File: src/rtl/rv_alu_arb.sv
// Two-port arbiter in front of a shared combinational rv_alu, with a single-entry
// response register and saturating per-port grant counters.
module rv_alu_arb #(
  parameter int FIXED_PRIO = 0,
  parameter int CNT_W      = 16
) (
  input  logic             clk,
  input  logic             rst,

  input  logic             req0_valid,
  output logic             req0_ready,
  input  logic [3:0]       req0_op,
  input  logic [31:0]      req0_a,
  input  logic [31:0]      req0_b,

  input  logic             req1_valid,
  output logic             req1_ready,
  input  logic [3:0]       req1_op,
  input  logic [31:0]      req1_a,
  input  logic [31:0]      req1_b,

  output logic [3:0]       alu_op,
  output logic [31:0]      alu_rs1,
  output logic [31:0]      alu_rs2,
  input  logic [31:0]      alu_rd,
  input  logic             alu_zero,

  output logic             rsp_valid,
  input  logic             rsp_ready,
  output logic [31:0]      rsp_data,
  output logic             rsp_zero,
  output logic             rsp_id,
  output logic             rsp_err,

  input  logic             cnt_clr,
  output logic [CNT_W-1:0] grant_cnt0,
  output logic [CNT_W-1:0] grant_cnt1
);

  typedef enum logic {
    EMPTY = 1'b0,
    FULL  = 1'b1
  } state_t;

  localparam logic [CNT_W-1:0] CNT_ONE = {{(CNT_W-1){1'b0}}, 1'b1};
  localparam logic [CNT_W-1:0] CNT_MAX = {CNT_W{1'b1}};
  localparam logic [3:0]       OP_LAST = 4'd9;

  state_t state;
  logic   ptr;
  logic   any_valid;
  logic   accept;
  logic   grant_id;
  logic   op_illegal;

  assign rsp_valid = (state == FULL);

  // Reset blocks acceptance so no requester sees ready while a response is discarded.
  always_comb begin
    any_valid = req0_valid | req1_valid;
    accept    = any_valid && ((state == EMPTY) || rsp_ready) && !rst;

    if (req0_valid && req1_valid) begin
      grant_id = (FIXED_PRIO != 0) ? 1'b0 : ptr;
    end else begin
      grant_id = req1_valid;
    end

    req0_ready = accept && !grant_id;
    req1_ready = accept &&  grant_id;

    if (accept && grant_id) begin
      alu_op  = req1_op;
      alu_rs1 = req1_a;
      alu_rs2 = req1_b;
    end else begin
      alu_op  = req0_op;
      alu_rs1 = req0_a;
      alu_rs2 = req0_b;
    end

    op_illegal = (alu_op > OP_LAST);
  end

  always_ff @(posedge clk) begin
    if (rst) begin
      state      <= EMPTY;
      rsp_data   <= '0;
      rsp_zero   <= 1'b0;
      rsp_id     <= 1'b0;
      rsp_err    <= 1'b0;
      ptr        <= 1'b0;
      grant_cnt0 <= '0;
      grant_cnt1 <= '0;
    end else begin
      if (accept) begin
        state    <= FULL;
        rsp_data <= op_illegal ? 32'd0 : alu_rd;
        rsp_zero <= !op_illegal && alu_zero;
        rsp_id   <= grant_id;
        rsp_err  <= op_illegal;
        ptr      <= ~grant_id;
      end else if ((state == FULL) && rsp_ready) begin
        state <= EMPTY;
      end

      // Clear wins over a same-cycle increment; counters stick at all-ones.
      if (cnt_clr) begin
        grant_cnt0 <= '0;
        grant_cnt1 <= '0;
      end else if (accept) begin
        if (!grant_id && (grant_cnt0 != CNT_MAX)) begin
          grant_cnt0 <= grant_cnt0 + CNT_ONE;
        end
        if (grant_id && (grant_cnt1 != CNT_MAX)) begin
          grant_cnt1 <= grant_cnt1 + CNT_ONE;
        end
      end
    end
  end

endmodule

File: config.mk
export PLATFORM = sky130hd
export DESIGN_NAME = rv_alu_arb
export DESIGN_NICKNAME = d
export VERILOG_FILES = /design/src/rtl/rv_alu_arb.sv
export SDC_FILE = /design/constraint.sdc
export NUM_CORES = 1
export LEC_CHECK = 0
export ABC_AREA = 1
export CAP_MARGIN = 10
export CORE_AREA = 2 2 120 122
export DETAILED_ROUTE_END_ITERATION = 10
export DIE_AREA = 0 0 122 124
export PLACE_DENSITY = 0.86
export REMOVE_ABC_BUFFERS = 1
export SETUP_SLACK_MARGIN = 0.15
export SKIP_CTS_REPAIR_TIMING = 1
export SYNTH_ARGS = -nofsm -noshare
export SYNTH_HDL_FRONTEND = slang
export SYNTH_SLANG_ARGS = --single-unit
File: constraint.sdc
create_clock -name clk -period 4.3 [get_ports clk]
set_input_delay 0.86 -clock clk [delete_from_list [all_inputs] [get_ports clk]]
set_output_delay 0.86 -clock clk [all_outputs]
set_load 0.05 [all_outputs]
==> run_results.csv, run 1 <==
group,metric,value,unit
outcome,status,"finished, final reports clean",
route,drc_errors,0,
synthesis,yosys.area.top_type,"nand2_1",
route,ant_nets,0,
timing,max_slew_margin,53.3,%
critical_path,crit_slowest_cell,"clkdlybuf4s50_1",
place,port-buffer-count,312,
place,gp_congestion,0.886,
layout,final_nets,1219,
place,dp_hpwl,16100,microns
floorplanning,num_rows,43,
timing,worstMarginPinSlew,0.700,ns
pwr,leakagePower,3.86,nW
global_routing,grt_pass1_vias,5121,
critical_path,endpoint_kind,"output port",
critical_path,timing.rr.end,"rsp_data[4]",
synthesis,synthTopCellsByArea,"nand2_1, dfxtp_1, nand3_1, nor2_1, inv_1",
pwr,clock_power_share,31.4,%
place,dpl_cell_area,0.00825,sq mm
synthesis,synth.avg_cell_area,5.79,sq um
synthesis,yosys.area.top_type_share,33.1,%
clock_network,tritoncts,"yes",
critical_path,crit_chain,"clkdlybuf4s50_1 -> nor2_4 -> nand2_4 -> nor2_8 -> buf_12 -> nand2_1 -> nand2_1 -> buf_12",
global_routing,grt_max_degree,71,
worst_hold_path,min_to,"rsp_data[27]",
timing,finalCriticalPeriod,3.71,ns
clock_network,clock_latency,0.33,ns
synthesis,yosys_most_used_dff,"dfxtp_1",
critical_path,critPathKind,"in2out",
synthesis,ys_types,31,
timing,grt_setup_unrepaired,"false",
critical_path,reg2reg_from,"ptr",
route,first_pass_iters,5,
timing,holdWs,0.469,ns
layout,final_area,0.00855,sq mm
timing,min_period_over_period,86.2,%
worst_hold_path,hold-path-cell-count,2,
global_routing,grtUsageTotal,24.8,%
pwr,power,2.39,mW
synthesis,syn_area,0.00433,sq mm
synthesis,synthTopCellsByCount,"nand2_1, dfxtp_1, nor2_1",
synthesis,synth-seq-cells,69,
synthesis,ys_seq_area_share,31.9,%
worst_hold_path,hold_path_class,"reg2reg",
timing,fmax,0.270,GHz
synthesis,postSynthCellCount,748,
timing,setup_viol,0,
clock_network,clkTransAtPathRegs,0.05,ns
clock_network,clock_sink_count,69,
route,vias,5682,
synthesis,synth_most_common_cell,"nand2_1",
clock_network,cts_root_buffer,"clkbuf_16",
synthesis,synth_edf_count,0,
floorplanning,pin_count,313,
pwr,switching_share,34.1,%
timing,hold_viol,0,
floorplanning,die_area,0.0151,sq mm
route,wl_per_cell,16.3,microns
timing,drv_slew,0,
critical_path,critPathMaxFanout,43,
worst_hold_path,min_from,"rsp_data[27]",
critical_path,start_kind,"input port",
layout,drive_gt1_share,10.1,%
floorplanning,initial_core_util,31.6,%
critical_path,arrival,2.85,ns
floorplanning,core-area,0.0137,sq mm
pwr,pwr-share-seq,28.6,%
pwr,combPwrFrac,40.0,%
timing,finClkSkew,0.00804,ns
floorplanning,die_x,122,microns
clock_network,cts-htree-levels,3,
run,maxCapViolations,0,
critical_path,critPathMaxStageDelay,0.59,ns
synthesis,async_reset_ff_share,0,%
clock_network,clockBufferDepth,2,
pwr,vdd_drop_max,0.164,mV
clock_network,cts_buffers,9,
global_routing,grt-ovfl-total,0,
route,drtIter0Drc,365,
timing,fin_setup_tns,0,ns
global_routing,grt_pass1_wl,28000,microns
pwr,p_sw,0.817,mW
synthesis,ys_warn_count,0,
global_routing,antenna_found_initial,2,
route,via_per_inst,4.63,
critical_path,worst-r2r-setup-slack,2.25,ns
pwr,intPower,1.58,mW
critical_path,reg2regPathDepth,9,
floorplanning,die_h,124,microns
critical_path,crit_required,3.44,ns
pwr,power.density,280,mW/mm^2
layout,syn2layout_area_growth,97.5,%
route,routed_wl,20000,microns
layer usage:
metal	part of all wire (%)	track usage [%]	up-vias
met1	40	30.6	2564
met4	1.3	6.03	2
met2	49	41.0	230
met5	0.060	0	-
met3	9.6	9.25	22
li1	-	-	2864
power by group through the flow:
stage	clock network (mW)	registers [mW]	logic (mW)
detailed placement	0	0.698	0.958
global route	0.799	0.687	1.00
finish	0.753	0.684	0.958
global placement	0	0.696	0.954
CTS	0.758	0.684	0.962
floorplan	0	0.796	0.332
flip-flops by register name (all words and copies together) (netlist names):
register    count
grant_cnt1     16
rsp_zero        1
grant_cnt0     16
rsp_id          1
rsp_valid       1
rsp_data       32
ptr             1
rsp_err         1
cell usage in the layout (no fill, tap or decap), types with 3 or more instances in the layout:
master / instances
nand2_1: 382
clkdlybuf4s50_1: 242
buf_12: 71
dfxtp_1: 69
nor2_1: 65
inv_1: 61
nand3_1: 51
a21oi_1: 31
xnor2_1: 12
clkbuf_16: 9
xor2_1: 7
o21ai_0: 7
nand3b_1: 4
inv_2: 3
buf_4: 3
area by class of cell:
type / count / area (sq um)
diodes: 1 / 2.50
clock buffers: 11 / 253
clock inverters: 4 / 47.5
fillers: 1169 / 5170
inverters: 65 / 246
multi-input cells: 581 / 2530
flip-flops and latches: 69 / 1380
well taps: 180 / 225
repair buffers: 316 / 3870
worst max path at each step:
stage	from	to	slack (ns)	depth (start not counted)
final	rst	alu_rs2[29]	0.59	8
after global routing	req0_valid	alu_rs2[11]	0.47	9
after CTS	req0_valid	alu_rs2[11]	0.57	9
after detailed placement	req0_valid	alu_rs2[11]	0.58	9
after global placement	req0_valid	alu_rs2[29]	0.59	9
after floorplan	rsp_ready	alu_op[0]	0.88	6
kinds of logic (layout without fill, tap and decap cells):
| group | count (synthesis) | in the layout | share of synthesized area (%) |
|---|---|---|---|
| AND/OR/NAND/NOR | 518 | 518 | 48.5 |
| buffers and inverters | 98 | 396 | 9.71 |
| flip-flops | 69 | 69 | 31.9 |
| AO/OA/AOI/OAI | 42 | 42 | 5.52 |
| XOR/XNOR | 19 | 19 | 3.84 |
| adder cells (fa/ha/maj) | 2 | 2 | 0.578 |
| other | 0 | 1 | 0 |
critical path: cells and delay by family:
kind                   cells  cell delay, ns
and+or+nand+nor            5            0.97
buffers and inverters      3            1.00
through the flow:
step                setup WS, ns  utilization, %  std cells
finish                     0.592            62.3       1227
global route               0.470            62.3       1226
CTS                        0.573            62.3       1226
detailed placement         0.578            60.1       1211
global placement           0.589            60.1       1211
floorplan                  0.882               -        715
(Power assumes the default switching activity.)
==> run 2, diff against run 1 <==
--- a/config.mk
+++ b/config.mk
@@ -7,13 +7,14 @@
 export LEC_CHECK = 0
 export ABC_AREA = 1
 export CAP_MARGIN = 10
-export CORE_AREA = 2 2 120 122
+export CORE_AREA = 2 2 121 123
+export CTS_CLUSTER_DIAMETER = 100
 export DETAILED_ROUTE_END_ITERATION = 10
-export DIE_AREA = 0 0 122 124
-export PLACE_DENSITY = 0.86
+export DIE_AREA = 0 0 123 125
+export DONT_BUFFER_PORTS = 1
+export PLACE_DENSITY = 0.56
 export REMOVE_ABC_BUFFERS = 1
 export SETUP_SLACK_MARGIN = 0.15
-export SKIP_CTS_REPAIR_TIMING = 1
 export SYNTH_ARGS = -nofsm -noshare
 export SYNTH_HDL_FRONTEND = slang
 export SYNTH_SLANG_ARGS = --single-unit
==> run 2 against run 1 <==
  * Routed wire length decreased by 15%
  * Global-route usage decreased by 3.9 points
  * Final area is 42% lower
  * Worst hold slack improved by 0.10 ns
  * Critical path type is now reg2out
==> run_results.csv, run 2 (synthesis gave the netlist of run 1 again) <==
group,metric,value,unit
clock_network,clkTransAtPathRegs,0.06,ns
floorplanning,die_h,125,microns
critical_path,start_kind,"flip-flop",
clock_network,cts_buffers,9,
timing,finalCriticalPeriod,3.47,ns
place,port-buffer-count,0,
route,drtIter0Drc,273,
global_routing,grt_pass1_wl,23400,microns
layout,final_area,0.00496,sq mm
critical_path,endpoint_kind,"output port",
floorplanning,die_area,0.0154,sq mm
global_routing,antenna_found_initial,5,
critical_path,crit_required,3.44,ns
clock_network,clockBufferDepth,2,
route,routed_wl,17000,microns
clock_network,cts-resized-gates,0,
floorplanning,pin_count,313,
timing,setup_viol,0,
global_routing,grt_max_degree,71,
pwr,leakagePower,2.43,nW
layout,final_cell_mix,"nand2_1, dfxtp_1, nor2_1",
worst_hold_path,hold_path_class,"reg2reg",
layout,final_nets,932,
clock_network,clock_latency,0.34,ns
layout,fillers,1618,
critical_path,critPathMaxFanout,38,
place,dpl_cell_area,0.00460,sq mm
clock_network,clock_sink_count,69,
timing,holdWs,0.571,ns
timing,min_period_over_period,80.6,%
floorplanning,core-area,0.0142,sq mm
layout,top_regs,"rsp_data (32), grant_cnt0 (16), grant_cnt1 (16)",
pwr,vdd_drop_max,0.173,mV
layout,drive_gt1_share,8.04,%
timing,grt_setup_unrepaired,"false",
timing,fin_setup_tns,0,ns
clock_network,cts-htree-levels,3,
pwr,power.density,421,mW/mm^2
global_routing,met3_usage,9.22,%
outcome,status,"finished, final reports clean",
route,ant_nets,0,
timing,drv_slew,0,
global_routing,grt-ovfl-total,0,
layout,finish.utilization,34.9,%
critical_path,critPathKind,"reg2out",
global_routing,grtUsageTotal,20.9,%
timing,max_slew_margin,38.9,%
timing,finClkSkew,0.00423,ns
floorplanning,die_x,123,microns
timing,worstMarginPinSlew,0.917,ns
global_routing,met2_usage,29.7,%
place,gp_congestion,0.834,
pwr,power,2.09,mW
timing,hold_viol,0,
layout,layout_commonest_cell,"nand2_1",
place,dp_hpwl,13300,microns
global_routing,use_met1,26.7,%
route,wl_per_cell,18.0,microns
layout,top_register,"rsp_data",
floorplanning,initial_core_util,30.5,%
route,via_per_inst,4.86,
route,drc_errors,0,
route,first_pass_iters,5,
global_routing,grt.busiest_layer,"met2",
global_routing,grt_pass1_vias,3719,
layout,syn2layout_area_growth,14.5,%
route,vias,4593,
clock_network,postCtsHoldBufs,0,
floorplanning,num_rows,44,
timing,fmax,0.288,GHz
run,maxCapViolations,0,
clock_network,cts_root_buffer,"clkbuf_16",
clock_network,cts_setup_buffers,0,
clock_network,tritoncts,"yes",
critical_path,arrival,2.61,ns
layout,largest_reg_flops,32,
## run 2: cell count changes in the layout (fill, tap and decap cells not counted)
cell | before | now
clkinvlp_4 | 1 | 0
bufinv_16 | 1 | 3
buf_4 | 3 | 29
clkinv_2 | 2 | 1
buf_12 | 71 | 0
clkdlybuf4s50_1 | 242 | 0
diode_2 | 1 | 3
## run 2: where the power goes
part / internal, mW / switching (mW) / leakage (nW)
registers: 0.669 / 0.123 / 0.563
logic: 0.0783 / 0.336 / 1.69
clock network: 0.594 / 0.285 / 0.172
total: 1.34 / 0.744 / 2.43
## run 2: area by class of cell
cell class              instances  area, sq um  area share, %
diodes                          3         7.51          0.151
clock buffers                  11          253           5.10
clock inverters                 4         95.1           1.92
inverters                      65          246           4.97
multi-input cells             581         2530           51.0
flip-flops and latches         69         1380           27.9
well taps                     184          230           4.64
repair buffers                 29          218           4.39
## run 2: per-layer routing
layer | up-vias | wire length (microns)
met5 | - | 27
met4 | 4 | 578
met3 | 28 | 1810
met2 | 250 | 7350
met1 | 2025 | 7220
li1 | 2286 | -
## run 2: per-stage QoR
stage,setup slack [ns],std cells
final,0.834,946
after global routing,0.711,945
after CTS,0.825,943
after detailed placement,0.980,928
after global placement,0.986,928
after floorplan,0.882,715
## run 2: worst paths after layout
check	from	to	slack, ns	cells after the start
hold / removal	ptr	ptr	0.57	2
hold reg to reg	ptr	ptr	0.57	2
setup reg to reg	rsp_valid	rsp_data[26]	1.42	8
setup / recovery	rsp_valid	alu_rs1[9]	0.83	5
## run 2: worst max-delay path: stages (launching register included)
cell	delay (ns)
dfxtp_1	0.65
nand2_1	0.28
nand3_2	0.41
buf_4	0.41
nand2_1	0.11
nand2_1	0.38
